<file path="src/rtl/bidir_dir_ctrl.sv">
// Half-duplex direction controller for the shared A<->B bidirectional buffer.
// Arbitrates side requests, drives cntrl/drive_en and inserts dead cycles on turnaround.
module bidir_dir_ctrl #(
  parameter int unsigned TURNAROUND = 2,
  parameter int unsigned MAX_BURST  = 16
) (
  input  logic clk,
  input  logic rst,
  input  logic req_a,
  input  logic req_b,
  output logic grant_a,
  output logic grant_b,
  output logic cntrl,
  output logic drive_en,
  output logic busy
);

  localparam int unsigned TW = 4;
  localparam int unsigned BW = (MAX_BURST > 1) ? $clog2(MAX_BURST) : 1;

  localparam logic [1:0] S_IDLE  = 2'd0;
  localparam logic [1:0] S_TURN  = 2'd1;
  localparam logic [1:0] S_OWN_A = 2'd2;
  localparam logic [1:0] S_OWN_B = 2'd3;

  localparam logic [TW-1:0] TURN_LOAD  = TW'(TURNAROUND - 1);
  localparam logic [BW-1:0] BURST_LAST = BW'(MAX_BURST - 1);

  logic [1:0]    r_state;
  logic [TW-1:0] r_turn_cnt;
  logic [BW-1:0] r_burst_cnt;
  logic          r_last_a;
  logic          r_target_a;

  logic [1:0]    w_next_state;
  logic          w_next_cntrl;
  logic [TW-1:0] w_next_turn;
  logic [BW-1:0] w_next_burst;
  logic          w_next_last_a;
  logic          w_next_target_a;
  logic          w_idle_tgt_a;
  logic          w_target_req;

  // Next-state and counter logic; outputs are registered from the next state.
  always_comb begin
    w_next_state    = r_state;
    w_next_cntrl    = cntrl;
    w_next_turn     = r_turn_cnt;
    w_next_burst    = r_burst_cnt;
    w_next_last_a   = r_last_a;
    w_next_target_a = r_target_a;
    // Sole requester wins; a tie goes to the side that did not own last.
    w_idle_tgt_a    = req_a & (~req_b | ~r_last_a);
    w_target_req    = r_target_a ? req_a : req_b;

    case (r_state)
      S_IDLE: begin
        if (req_a | req_b) begin
          if (w_idle_tgt_a == cntrl) begin
            w_next_state  = w_idle_tgt_a ? S_OWN_A : S_OWN_B;
            w_next_burst  = '0;
            w_next_last_a = w_idle_tgt_a;
          end else begin
            w_next_state    = S_TURN;
            w_next_cntrl    = w_idle_tgt_a;
            w_next_turn     = TURN_LOAD;
            w_next_target_a = w_idle_tgt_a;
          end
        end
      end
      S_TURN: begin
        if (r_turn_cnt == '0) begin
          if (w_target_req) begin
            w_next_state  = r_target_a ? S_OWN_A : S_OWN_B;
            w_next_burst  = '0;
            w_next_last_a = r_target_a;
          end else begin
            w_next_state = S_IDLE;
          end
        end else begin
          w_next_turn = r_turn_cnt - TW'(1);
        end
      end
      S_OWN_A: begin
        if (!req_a || (r_burst_cnt == BURST_LAST && req_b)) begin
          if (req_b) begin
            w_next_state    = S_TURN;
            w_next_cntrl    = 1'b0;
            w_next_turn     = TURN_LOAD;
            w_next_target_a = 1'b0;
          end else begin
            w_next_state = S_IDLE;
          end
        end else if (r_burst_cnt == BURST_LAST) begin
          w_next_burst = '0;
        end else begin
          w_next_burst = r_burst_cnt + BW'(1);
        end
      end
      default: begin
        if (!req_b || (r_burst_cnt == BURST_LAST && req_a)) begin
          if (req_a) begin
            w_next_state    = S_TURN;
            w_next_cntrl    = 1'b1;
            w_next_turn     = TURN_LOAD;
            w_next_target_a = 1'b1;
          end else begin
            w_next_state = S_IDLE;
          end
        end else if (r_burst_cnt == BURST_LAST) begin
          w_next_burst = '0;
        end else begin
          w_next_burst = r_burst_cnt + BW'(1);
        end
      end
    endcase
  end

  always_ff @(posedge clk) begin
    if (rst) begin
      r_state     <= S_IDLE;
      r_turn_cnt  <= '0;
      r_burst_cnt <= '0;
      r_last_a    <= 1'b0;
      r_target_a  <= 1'b0;
      grant_a     <= 1'b0;
      grant_b     <= 1'b0;
      cntrl       <= 1'b1;
      drive_en    <= 1'b0;
      busy        <= 1'b0;
    end else begin
      r_state     <= w_next_state;
      r_turn_cnt  <= w_next_turn;
      r_burst_cnt <= w_next_burst;
      r_last_a    <= w_next_last_a;
      r_target_a  <= w_next_target_a;
      grant_a     <= (w_next_state == S_OWN_A);
      grant_b     <= (w_next_state == S_OWN_B);
      cntrl       <= w_next_cntrl;
      drive_en    <= (w_next_state == S_OWN_A) || (w_next_state == S_OWN_B);
      busy        <= (w_next_state != S_IDLE);
    end
  end

endmodule

</file>
<file path="config.mk">
export PLATFORM = sky130hd
export DESIGN_NAME = bidir_dir_ctrl
export DESIGN_NICKNAME = d
export VERILOG_FILES = /design/src/rtl/bidir_dir_ctrl.sv
export SDC_FILE = /design/constraint.sdc
export NUM_CORES = 1
export LEC_CHECK = 0
export CORE_MARGIN = 5
export CORE_UTILIZATION = 32
export DETAILED_ROUTE_END_ITERATION = 6
export PLACE_DENSITY = 0.61
export SLEW_MARGIN = 15
export SYNTH_ARGS = -nofsm -noshare
export SYNTH_HDL_FRONTEND = slang
export SYNTH_SLANG_ARGS = --single-unit
</file>
<file path="constraint.sdc">
create_clock -name clk -period 2.1 [get_ports clk]
set_input_delay 0.42 -clock clk [delete_from_list [all_inputs] [get_ports clk]]
set_output_delay 0.42 -clock clk [all_outputs]
set_load 0.1 [all_outputs]
</file>
**After elaboration in Yosys (flattened, before gate mapping)**

Cells that the tools add are included.

- Bits in registers: 17
- Input port bits: 4
- Output and inout bits: 5
- Logic and storage cells: 93

- Add/sub/neg operators: 2
- Equality and inequality tests: 16
- Multiplexer cells: 40
- Bitwise gates (word level): 6
- Reduce and logical (&&, ||, !) cells: 19

Operators by type and width:

| kind | count |
|---|---|
| $mux 4 | 14 |
| $pmux 4 s3 | 2 |
| $ne 2x2->1 const B | 9 |
| $mux 1 | 15 |
| $reduce_and 7->1 | 2 |
| $mux 2 | 6 |
| $reduce_bool 4->1 | 2 |
| $eq 2x2->1 const B | 3 |
| $pmux 2 s3 | 1 |
| $reduce_and 6->1 | 1 |
| $reduce_bool 3->1 | 2 |
| $reduce_and 5->1 | 1 |
| $add 4x1->4 const B | 1 |
| $eq 4x4->1 const B | 1 |
| $logic_not 4->1 | 1 |
| $ne 4x1->1 const B | 1 |
| $reduce_bool 2->1 | 2 |
| $sub 4x1->4 const B | 1 |
| $logic_or 1x1->1 | 3 |
| $not 1->1 | 3 |
| $pmux 1 s3 | 1 |
| $eq 2x1->1 const B | 1 |
| $logic_and 1x1->1 | 2 |
| $logic_not 1->1 | 2 |
| other kinds (5) | 6 |

**Depth between registers and ports, before layout**

- Depth in word-level cells: 9
- Depth in mapped cells: 11
- Depth with buffers taken out: 9

**Worst setup path after synthesis**

Ideal clock, no wire load.

- Path kind: reg-to-reg
- Start point: register cntrl
- End point: register r_burst_cnt[3]
- Arrival time: 2.324 ns
- Data required time: 1.983 ns
- Setup slack: -0.342 ns
- Stages on the path, launching flop included: 8
- Buffers on the path: 1
- Cells stage by stage: dfxtp_1 > ha_1 > nor2_2 > a21oi_2 > a2111oi_4 > buf_6 > nand2_2 > a32o_1

- Word-level cells in the longest chain between the ends: 3

RTL lines:

| what | RTL line | text |
|---|---|---|
| from (decl) | 13 | `output logic cntrl,` |
| from (signal assigned) | 139 | `cntrl <= w_next_cntrl;` |
| $eq 1x1->1 | 59 | `if (w_idle_tgt_a == cntrl) begin` |
| $ne 2x2->1 (no line) | n/a |  |
| $reduce_and 6->1 (no line) | n/a |  |
| to (signal assigned) | 134 | `r_burst_cnt <= w_next_burst;` |
| to (decl) | 31 | `logic [BW-1:0] r_burst_cnt;` |

No other way between the ends.
A chain may end at the register's enable or synchronous reset.

**Final worst setup path**

- Start point: register r_turn_cnt[0]
- End point: register r_burst_cnt[3]

- Word-level cells in the longest chain between the ends: 3

RTL lines:

| what | RTL line | text |
|---|---|---|
| from (decl) | 30 | `logic [TW-1:0] r_turn_cnt;` |
| from (signal assigned) | 133 | `r_turn_cnt <= w_next_turn;` |
| $logic_not 4->1 | 72 | `if (r_turn_cnt == '0) begin` |
| $ne 2x2->1 (no line) | n/a |  |
| $reduce_and 6->1 (no line) | n/a |  |

No other way between the ends.

==> summary.md <==
| Metric | Value |
|---|---|
| Critical path fanouts, max | 3 |
| Drt total wl | 2.26 mm |
| Placed Cells | 175 |
| CTS tree | yes |
| CP endpoint kind | flip-flop |
| Global-route wire length before repair | 3.98 mm |
| Leak | 0.000506 uW |
| RR Startpoint | r_turn_cnt[0] |
| Initial antenna violation count | 0 |
| Max Fclk | 512 MHz |
| Largest net degree at the start of global routing | 15 |
| Hold_buf cts | 0 |
| Core Footprint | 3050 sq um |
| Die X | 66.3 microns |
| Met1 Use GR | 0.147 |
| Mapped Cells | 115 |
| Peak supply drop | 470 uV |
| Post-DP HPWL | 1.74 mm |
| GR Util met2 | 0.192 |
| Switching share of total power | 0.498 |
| EDFF count, synth | 0 |
| Ant diodes | 0 |
| Overflow after GRT | 0 |
| TritonCTS Buffers | 3 |
| Asr flop ratio synth | 0 |
| Slowest-stage cell, CP | a2111oi_4 |
| Yosys reg bits | 17 |
| Clk pwr share | 0.082 |
| Total clock sinks | 17 |
| Clock skew | 2.51 ps |
| Vias in the first global route | 898 |
| Clock tree buffer depth | 2 |
| Crit-path cells | inv_1 -> ha_1 -> nor3b_4 -> a21oi_2 -> a2111oi_4 -> buf_4 -> nand2_2 -> a32o_1 |
| Layout Utilization | 0.411 |
| Final Hold Viols | 0 |
| Final worst path period share | 0.930 |
| Prevailing post-synth register cell | dfxtp_1 |
| DP Worst Slack | -429 ps |
| Leading post-synthesis cells by cell area | dfxtp_1, nor2_1, mux2i_1, ha_1, inv_1 |
| Max Cap Viol | 0 |
| DRC Markers | 0 |
| Rows | 20 |
| Gate power share | 0.653 |
| Synthesis Warnings | 0 |
| Post-route setup slack | 146 ps |
| Crit. Startpoint | r_turn_cnt[0] |
| CTS H-tree depth | 1 |
| Slew Limit Fails | 0 |
| Post-DR vias/cell | 5.14 |
| Clock-pin slew on the worst setup and hold paths | 100 ps |
| Int Power | 1060 uW |
| Post-synthesis cell type count | 45 |
| Post-synthesis area per instance | 8.81 sq um |
| Library cell with the largest summed area after synthesis | dfxtp_1 |
| Flop2flop setup slack | 150 ps |
| Status | finished clean |
| Finish-stage setup viols | 0 |
| WS Path Type | reg -> reg |
| Layout net count | 144 |
| Hold crit path type | reg -> reg |
| GPL Wtd Cong | 0.837 |
| Net Sw Power | 1050 uW |
| GRT Util Overall | 0.114 |
| Fraction of layout instances using a drive strength above 1 | 0.287 |
| Initial Util | 0.332 |
| Most instantiated cells after synthesis | dfxtp_1, nor2_1, inv_1 |
| Clk_lat worst skew | 290 ps |
| HP Start | r_last_a |
| Worst-Margin Slew | 523 ps |
| Clock root buffer | clkbuf_4 |
| Die boundary height | 66.3 microns |
| Die area | 4390 sq um |
| Final min period | 1950 ps |
| RSZ-0062 raised after global routing | false |
| Met3 GRT Util | 0.0136 |
| Crit path largest cell delay | 370 ps |
| Routed via count | 926 |
| Num ports | 9 |
| Post-synth net total | 122 |
| Flop pwr share | 0.265 |
| # port buffers | 8 |
| PD cells | 1690 nW/um^2 |
| Worst Path Arrival | 2140 ps |
| Slew margin rel. | 0.651 |
| Iter 0 DRT Violations | 57 |
| Initial DRT Pass Iterations | 6 |
| Routed len/inst | 12.5 microns |
| Post-Layout Cell Count | 180 |
| Post-synthesis sequential area ratio | 0.336 |
| Cell Area, Synth | 1010 sq um |
| Synth top area share | 0.336 |
| Crit start category | flip-flop |
| GRT Max-Usage Layer | met2 |
| Routed Antenna Nets | 0 |
| WP data required | 2280 ps |
| Most common cell in the netlist | dfxtp_1 |
| FILL cells | 321 |
| Area growth syn-to-layout | 24.0% |
## logic make-up after synthesis
logic type,count (synthesis),synth area share
xor gates and xnor gates,2,0.0173
buffers and inverters,15,0.0716
DFF,17,0.336
and+or+nand+nor,49,0.264
muxes,5,0.0506
adders and majority gates,3,0.0370
AOI/OAI and AO/OA,24,0.223
## metal layers
metal	share of wire	wire length (microns)
met1	0.45	1020
met2	0.50	1130
met3	0.043	97
met4	0.0062	14
met5	0	0
## path summary, 6_finish.rpt
path               endpoint  cells past startpoint
min reg2reg        r_last_a                      2
min                r_last_a                      2
max reg2reg  r_burst_cnt[3]                      8
max          r_burst_cnt[3]                      8
## layout by cell type (no fill, tap or decap), drive strengths merged, types with 2 or more instances in the layout
master / instances
ha: 3
nor2b: 4
a21oi: 5
inv: 8
mux2i: 4
nor4: 2
a2111oi: 4
o21ai: 2
nand2b: 2
nor3b: 2
nor3: 3
buf: 21
and2: 2
dlygate4sd2: 2
nor2: 13
nand2: 8
xor2: 2
nand4: 4
dfxtp: 17
clkbuf: 3
nand3: 5
a211oi: 4
## worst max-delay path, delay by kind of cell, from the launching register on
kind            cells  cell delay (ps)
flops               1              330
fa+ha+maj           1              180
compound gates      3              740
buf+inv             2              290
simple gates        2              310
## cell type report
type                            count  area, sq um  area share
Multi-Input combinational cell     83          617       0.491
Sequential cell                    17          342       0.272
Timing Repair Buffer               24          185       0.147
Tap cell                           44         55.1      0.0438
Inverter                            8         30.0      0.0239
Clock buffer                        3         22.5      0.0179
Clock inverter                      1         5.00     0.00398
## power by group through the flow
stage	clock [uW]	combinational, uW	sequential (uW)
2_1_floorplan	0	796	807
3_3_place_gp	0	1320	558
6_report	173	1380	562
3_5_place_dp	0	1360	565
5_1_grt	193	1520	579
4_1_cts	181	1370	562
## flip-flops by register name (all words and copies together) (netlist names)
signal,count
r_last_a,1
grant_b,1
r_state,2
r_target_a,1
drive_en,1
r_burst_cnt,4
busy,1
r_turn_cnt,4
cntrl,1
grant_a,1
## through the flow
| step | setup TNS [ps] | area (sq um) | total power, uW | hold WS [ps] |
|---|---|---|---|---|
| 2_1_floorplan | 0 | 1010 | 1600 | 478 |
| 3_3_place_gp | -4190 | 1210 | 1880 | 494 |
| 3_5_place_dp | -4820 | 1210 | 1920 | 507 |
| 4_1_cts | 0 | 1250 | 2120 | 532 |
| 5_1_grt | 0 | 1260 | 2300 | 549 |
| 6_report | 0 | 1260 | 2120 | 526 |
## timing repair
item | in CTS | in global routing
pin swaps | 1 | 1
setup buffers | 0 | 1
resized for setup | 5 | 1
endpoints found under the setup margin | 9 | 8
Note: power is estimated with default switching activity, not from simulation.
